`src/rtl/sync_ram_init_if.sv`:
```
// sync_ram_init_if: access bus (CS/RWS/Address/DataInput in, DataOutput/Ready/Valid out) for sync_ram_init
interface sync_ram_init_if #(
  parameter int WIDTH = 8,
  parameter int ADDR_WIDTH = 3
);
  logic CS;
  logic RWS;
  logic [ADDR_WIDTH-1:0] Address;
  logic [WIDTH-1:0] DataInput;
  logic [WIDTH-1:0] DataOutput;
  logic Ready;
  logic Valid;
  modport master(output CS, RWS, Address, DataInput, input DataOutput, Ready, Valid);
  modport slave(input CS, RWS, Address, DataInput, output DataOutput, Ready, Valid);
endinterface

```
`src/rtl/sync_ram_init.sv`:
```
// sync_ram_init: self-zeroing 1-cycle sync RAM; ports CLK, Reset (sync, active-low), bus slave (CS/RWS/Address/DataInput -> DataOutput/Ready/Valid); SYNC_RAM_WRITE_THROUGH_EN enables write-through
module sync_ram_init #(
  parameter int WIDTH = 8,
  parameter int ADDR_WIDTH = 3
) (
  input logic CLK,
  input logic Reset,
  sync_ram_init_if.slave bus
);
  typedef enum logic {INIT, RUN} state_t;
  state_t state, state_n;
  logic [ADDR_WIDTH-1:0] cnt;
  logic [WIDTH-1:0] mem [2**ADDR_WIDTH];
  logic [WIDTH-1:0] dout;
  logic valid, ready, rd, wr, we;
  logic [ADDR_WIDTH-1:0] wa;
  logic [WIDTH-1:0] wd;
  always_ff @(posedge CLK)
    if (!Reset) begin
      state <= INIT;
      cnt <= '0;
    end else begin
      state <= state_n;
      cnt <= state == INIT ? cnt + ADDR_WIDTH'(1) : cnt;
    end
  always_comb state_n = state == INIT && cnt == '1 ? RUN : state;
  always_comb begin
    ready = state == RUN;
    rd = Reset && ready && bus.CS && !bus.RWS;
    wr = Reset && ready && bus.CS && bus.RWS;
    we = wr || (Reset && state == INIT);
    wa = ready ? bus.Address : cnt;
    wd = ready ? bus.DataInput : '0;
  end
  always_ff @(posedge CLK)
    if (we) mem[wa] <= wd;
  always_ff @(posedge CLK)
    if (!Reset) begin
      dout <= '0;
      valid <= 1'b0;
    end else begin
`ifdef SYNC_RAM_WRITE_THROUGH_EN
      dout <= rd ? mem[bus.Address] : wr ? bus.DataInput : dout;
      valid <= rd || wr;
`else
      dout <= rd ? mem[bus.Address] : dout;
      valid <= rd;
`endif
    end
  assign bus.Ready = ready;
  assign bus.Valid = valid;
  assign bus.DataOutput = dout;
endmodule

```
`src/flat_wrapper.sv`:
```
// flat-port wrapper written by rule: the top's interface ports become plain ports
module sync_ram_init_flat 
#(
  parameter int WIDTH = 8,
  parameter int ADDR_WIDTH = 3
)
  (CLK, Reset, bus_CS, bus_RWS, bus_Address, bus_DataInput, bus_DataOutput, bus_Ready, bus_Valid);
  sync_ram_init_if #(.WIDTH(WIDTH), .ADDR_WIDTH(ADDR_WIDTH)) bus_i ();
  input logic CLK;
  input logic Reset;
  input wire logic [$bits(bus_i.CS)-1:0] bus_CS;
  input wire logic [$bits(bus_i.RWS)-1:0] bus_RWS;
  input wire logic [$bits(bus_i.Address)-1:0] bus_Address;
  input wire logic [$bits(bus_i.DataInput)-1:0] bus_DataInput;
  output wire logic [$bits(bus_i.DataOutput)-1:0] bus_DataOutput;
  output wire logic [$bits(bus_i.Ready)-1:0] bus_Ready;
  output wire logic [$bits(bus_i.Valid)-1:0] bus_Valid;
  assign bus_i.CS = bus_CS;
  assign bus_i.RWS = bus_RWS;
  assign bus_i.Address = bus_Address;
  assign bus_i.DataInput = bus_DataInput;
  assign bus_DataOutput = bus_i.DataOutput;
  assign bus_Ready = bus_i.Ready;
  assign bus_Valid = bus_i.Valid;
  sync_ram_init #(.WIDTH(WIDTH), .ADDR_WIDTH(ADDR_WIDTH)) u_core (.CLK(CLK), .Reset(Reset), .bus(bus_i));
endmodule
```
`config.mk`:
```
export PLATFORM = sky130hd
export DESIGN_NAME = sync_ram_init_flat
export DESIGN_NICKNAME = d
export VERILOG_FILES = /design/src/rtl/sync_ram_init_if.sv /design/src/rtl/sync_ram_init.sv /design/src/flat_wrapper.sv
export SDC_FILE = /design/constraint.sdc
export NUM_CORES = 1
export LEC_CHECK = 0
export BUFFER_PORTS_ARGS = -buffer_cell sky130_fd_sc_hd__buf_2
export CELL_PAD_IN_SITES_DETAIL_PLACEMENT = 1
export CELL_PAD_IN_SITES_GLOBAL_PLACEMENT = 1
export CORE_UTILIZATION = 40
export CTS_CLUSTER_DIAMETER = 100
export DETAILED_ROUTE_END_ITERATION = 7
export HOLD_SLACK_MARGIN = 0.06
export PLACE_DENSITY_LB_ADDON = 0.1
export SYNTH_ARGS = -nofsm -noshare
export SYNTH_HDL_FRONTEND = slang
export SYNTH_SLANG_ARGS = --single-unit
export TNS_END_PERCENT = 30
```
`constraint.sdc`:
```
create_clock -name CLK -period 1.9 [get_ports CLK]
set_clock_uncertainty 0.05 [all_clocks]
set_input_delay 0.19 -clock CLK [delete_from_list [all_inputs] [get_ports CLK]]
set_output_delay 0.19 -clock CLK [all_outputs]
set_load 0.02 [all_outputs]
```
# Word-level counts from Yosys, hierarchy flattened
# Memories as Yosys holds them, arrays and structs flattened. A register that Yosys moved wholly into a read port is not among the register bits.
# Cells that the tools add are included.
# word_totals
reg_bits,5
out_inout_bits,10
input_bits,15
mem_bits_rw,64
mem_count,1
# op_classes
eq_ne,1
add_sub_neg,1
n_reduce_logical,9
n_mux,4
bitwise,1
# memory_table
memory,words,width,read_ports,rd_clocked_by_memory_dff,wr,line,text
u_core.mem,8,8,1,1,1,sync_ram_init.sv:13,logic [WIDTH-1:0] mem [2**ADDR_WIDTH];
# ops
op,count
two-way mux 8 bit,1
logical AND 1 bit,6
"adder 3 x 1 -> 3 bit, second input constant",1
"== test 3 bit, second input constant",1
two-way mux 3 bit,1
zero test 1 bit,2
two-way mux 1 bit,2
logical OR 1 bit,1
NOT 1 bit,1

# Logic depth before layout (Yosys ltp)
# depth
depth_word,6
mapped_depth,5
ltp_nobuf,4

# Least setup slack after synthesis
# OpenSTA, ideal clock, no wires.
# synth_path
kind,flip-flop to flip-flop
startpoint,"register u_core.state, in the netlist u_core.bus.Ready"
endpoint,"memory u_core.mem[0][0], enable pin"
t_arrival_ps,1310
stages_incl_launch_ff,5
setup_slack_ps,169
required_ps,1480
cell_sequence,dfxtp_1 -> buf_4 -> and4b_1 -> o21ai_2 -> nor2_1
# synth_via
elab_chain_len,6
elab_cells_between_ends,9
classes_between,mux: 3; bitwise: 1; reduce/logical: 5
# synth_rtl
element,line,text
start: declaration,sync_ram_init.sv:11,"state_t state, state_n;"
start signal: assignment,sync_ram_init.sv:23,state <= state_n;
logical AND 1 bit (3 in series),sync_ram_init.sv:30,wr = Reset && ready && bus.CS && bus.RWS;
logical OR 1 bit,sync_ram_init.sv:31,we = wr || (Reset && state == INIT);
two-way mux 1 bit,sync_ram_init.sv:36,if (we) mem[wa] <= wd;
two-way mux 1 bit (not written as such),sync_ram_init.sv:36,
end: declaration,sync_ram_init.sv:13,
# Parallel ways exist; a longest one is shown, timed or not.

# Worst setup path in the final report
# layout_path
startpoint,"register u_core.state, in the netlist u_core.bus.Ready"
endpoint,"memory u_core.mem[1][1], enable pin"
# Same word-level chain as after synthesis.

==> out/results.ini <==
[finish]
drive_gt1_share_pct=32.0
nNetsFinal=253
fin_cells=340
fin_area_sq_um=3610
area_growth_pct=14.9
final_common_cell=edfxtp_1
final.fill_count=742
utilization_pct=48.8
diodes=0
final_cell_mix=64 x edfxtp_1, 24 x buf_2, 19 x mux2_2

[cts]
cts_buffers=9
cts_root_buf=clkbuf_8
clock_latency_ps=340
cts_resized=0
post_cts_buffers=0
clock_path_buffers=2
cts_htree_levels=3
cts_hold_buffers=0
cts_tree=done
clkTransAtPathRegs_ps=70
cts_sinks=77

[timing]
layout_min_cycle_time_ps=1520
finalSetupTns_ps=0
rsz0062_at_grt=no
period_share_pct=80.2
max_freq_mhz=657
setup_viol=0
postLayoutSetupSlackWorst_ps=377
whs_ps=192
slew_headroom_pct=72.4
hold_viol=0
tightest_slew_ps=412
finalMaxSlewViolations=0

[global_routing]
grt_use_total_pct=18.9
antenna_found_initial=0
grt_pass1_wl_mm=11.3
grt.overflow.total=0
grt_max_degree=20
first_global_vias=1959

[placed_design]
dpl-instance-area_sq_um=3410
hpwl_mm=4.86
dp_cells=324
io_buffers=24
pre_cts_ws_ps=319
gp_congestion=0.761

[pwr]
clock_power_share_pct=37.3
power_density_nw_per_um2=919
p_leak_nw=1.19
p_int_mw=2.62
combPwrFrac_pct=6.1
ir_worst_vdd_v=0.000435
p_seq_share_pct=56.6
switching_share_pct=21.0
power_mw=3.32
switching_power_mw=0.698

[routing]
drt-total-wl_mm=7.01
drt-initial-drc-count=81
ant_nets=0
avgRoutedWirePerCell_microns=20.6
drc_errors=0
drt_pass1_iterations=4
vias=1787
via_per_inst=5.26

[synthesis]
synthTopCellsByArea=edfxtp_1 61%, dfxtp_1 8.3%, mux2_2 6.8%
ys_seq_elements=77
syn-mean-instance-area_sq_um=16.0
ys_warn_count=0
synth.distinct_cells=33
yosysTopAreaCellShare_pct=61.1
synth_top_area_cell=edfxtp_1
seq_area_frac_synth_pct=69.4
netlist_instances=197
syn_area_sq_um=3140
synth_nets=214

[critical_path]
cp-end-kind=flop
path_max_fanout=8
arrival_ps=1520
cp.required_ps=1890
crit_type=flop to flop
worstSetupStartpointType=flop

[floorplanning]
dieArea_sq_um=8220
start_util_pct=42.4
die_w_microns=90.7
placementRows=31
fp.dieH_microns=90.7
ios=25
core_sq_um=7410

[job]
drv_cap=0

[hold_path]
hold_path.class=primary input to flop

[status]
status=finished clean

cell type report:
class / instances / area, sq um / share of cell area [%]
Inverter: 3 / 11.3 / 0.312
Sequential cell: 77 / 2180 / 60.4
Multi-Input combinational cell: 107 / 856 / 23.7
Tap cell: 99 / 124 / 3.43
Clock inverter: 4 / 47.5 / 1.32
Timing Repair Buffer: 38 / 238 / 6.58
Clock buffer: 12 / 155 / 4.29
synthesized netlist by cell type:
master	number
edfxtp_1	64
or2_2	1
o22ai_1	16
inv_1	3
buf_8	1
o21ai_2	1
nand3b_1	1
nor2b_1	4
nand2b_1	2
and4b_1	1
buf_2	2
and4_1	1
mux2_1	11
buf_12	2
nand3_1	8
nand2_1	1
clkbuf_1	3
dfxtp_1	13
nor3b_1	1
and2_1	8
o21ai_1	1
buf_4	1
o31ai_1	7
mux2i_1	2
o31ai_2	1
nand4b_1	1
nor2_1	11
mux2_2	19
mux2_4	2
o21a_1	1
a2bb2oi_1	4
ha_1	2
buf_6	1
flip-flops by register name, summed over array words and instances (netlist names):
signal,cells
u_core.mem,64
u_core.bus.DataOutput,8
u_core.cnt,3
u_core.bus.Valid,1
u_core.bus.Ready,1
final timing paths:
check | from | to | slack, ps | depth (start not counted)
worst max register to register | u_core.bus.Ready$_SDFFE_PN0P_ | u_core.mem[1][1]$_DFFE_PP_ | 380 | 4
worst min-delay path | Reset | u_core.bus.Ready$_SDFFE_PN0P_ | 190 | 2
worst min register to register | u_core.bus.DataOutput[6]$_SDFFE_PN0P_ | u_core.bus.DataOutput[6]$_SDFFE_PN0P_ | 430 | 2
worst max-delay path | u_core.bus.Ready$_SDFFE_PN0P_ | u_core.mem[1][1]$_DFFE_PP_ | 380 | 4
kinds of logic after synthesis:
| kind of cell | after synthesis | share of synthesized area, % |
|---|---|---|
| AO/OA/AOI/OAI | 31 | 7.04 |
| multiplexers | 34 | 12.3 |
| flip-flops | 77 | 69.4 |
| AND/OR/NAND/NOR | 40 | 7.04 |
| buffers and inverters | 13 | 3.38 |
| adder cells (fa/ha/maj) | 2 | 0.796 |
critical path, stage by stage (launching register included):
cell and delay, ps:
dfxtp_1 470, and4_1 240, o21ai_1 120, nor2_1 140
buf_4 200
power by group through the flow:
| stage | registers (mW) | logic [mW] | clock network, mW |
|---|---|---|---|
| 2_1_floorplan | 1.91 | 0.136 | 0 |
| 3_3_place_gp | 1.92 | 0.196 | 0 |
| 3_5_place_dp | 1.92 | 0.203 | 0 |
| 4_1_cts | 1.88 | 0.204 | 1.27 |
| 5_1_grt | 1.89 | 0.221 | 1.32 |
| 6_report | 1.88 | 0.202 | 1.24 |
per-layer routing:
layer | vias up | routed length, microns | track usage (%)
li1 | 840 | - | -
met1 | 905 | 3410 | 25.0
met2 | 34 | 3210 | 30.2
met3 | 8 | 274 | 3.62
met4 | 0 | 119 | 8.47
met5 | - | 0 | 0
No activity file was read; power rests on OpenSTA's default activity.
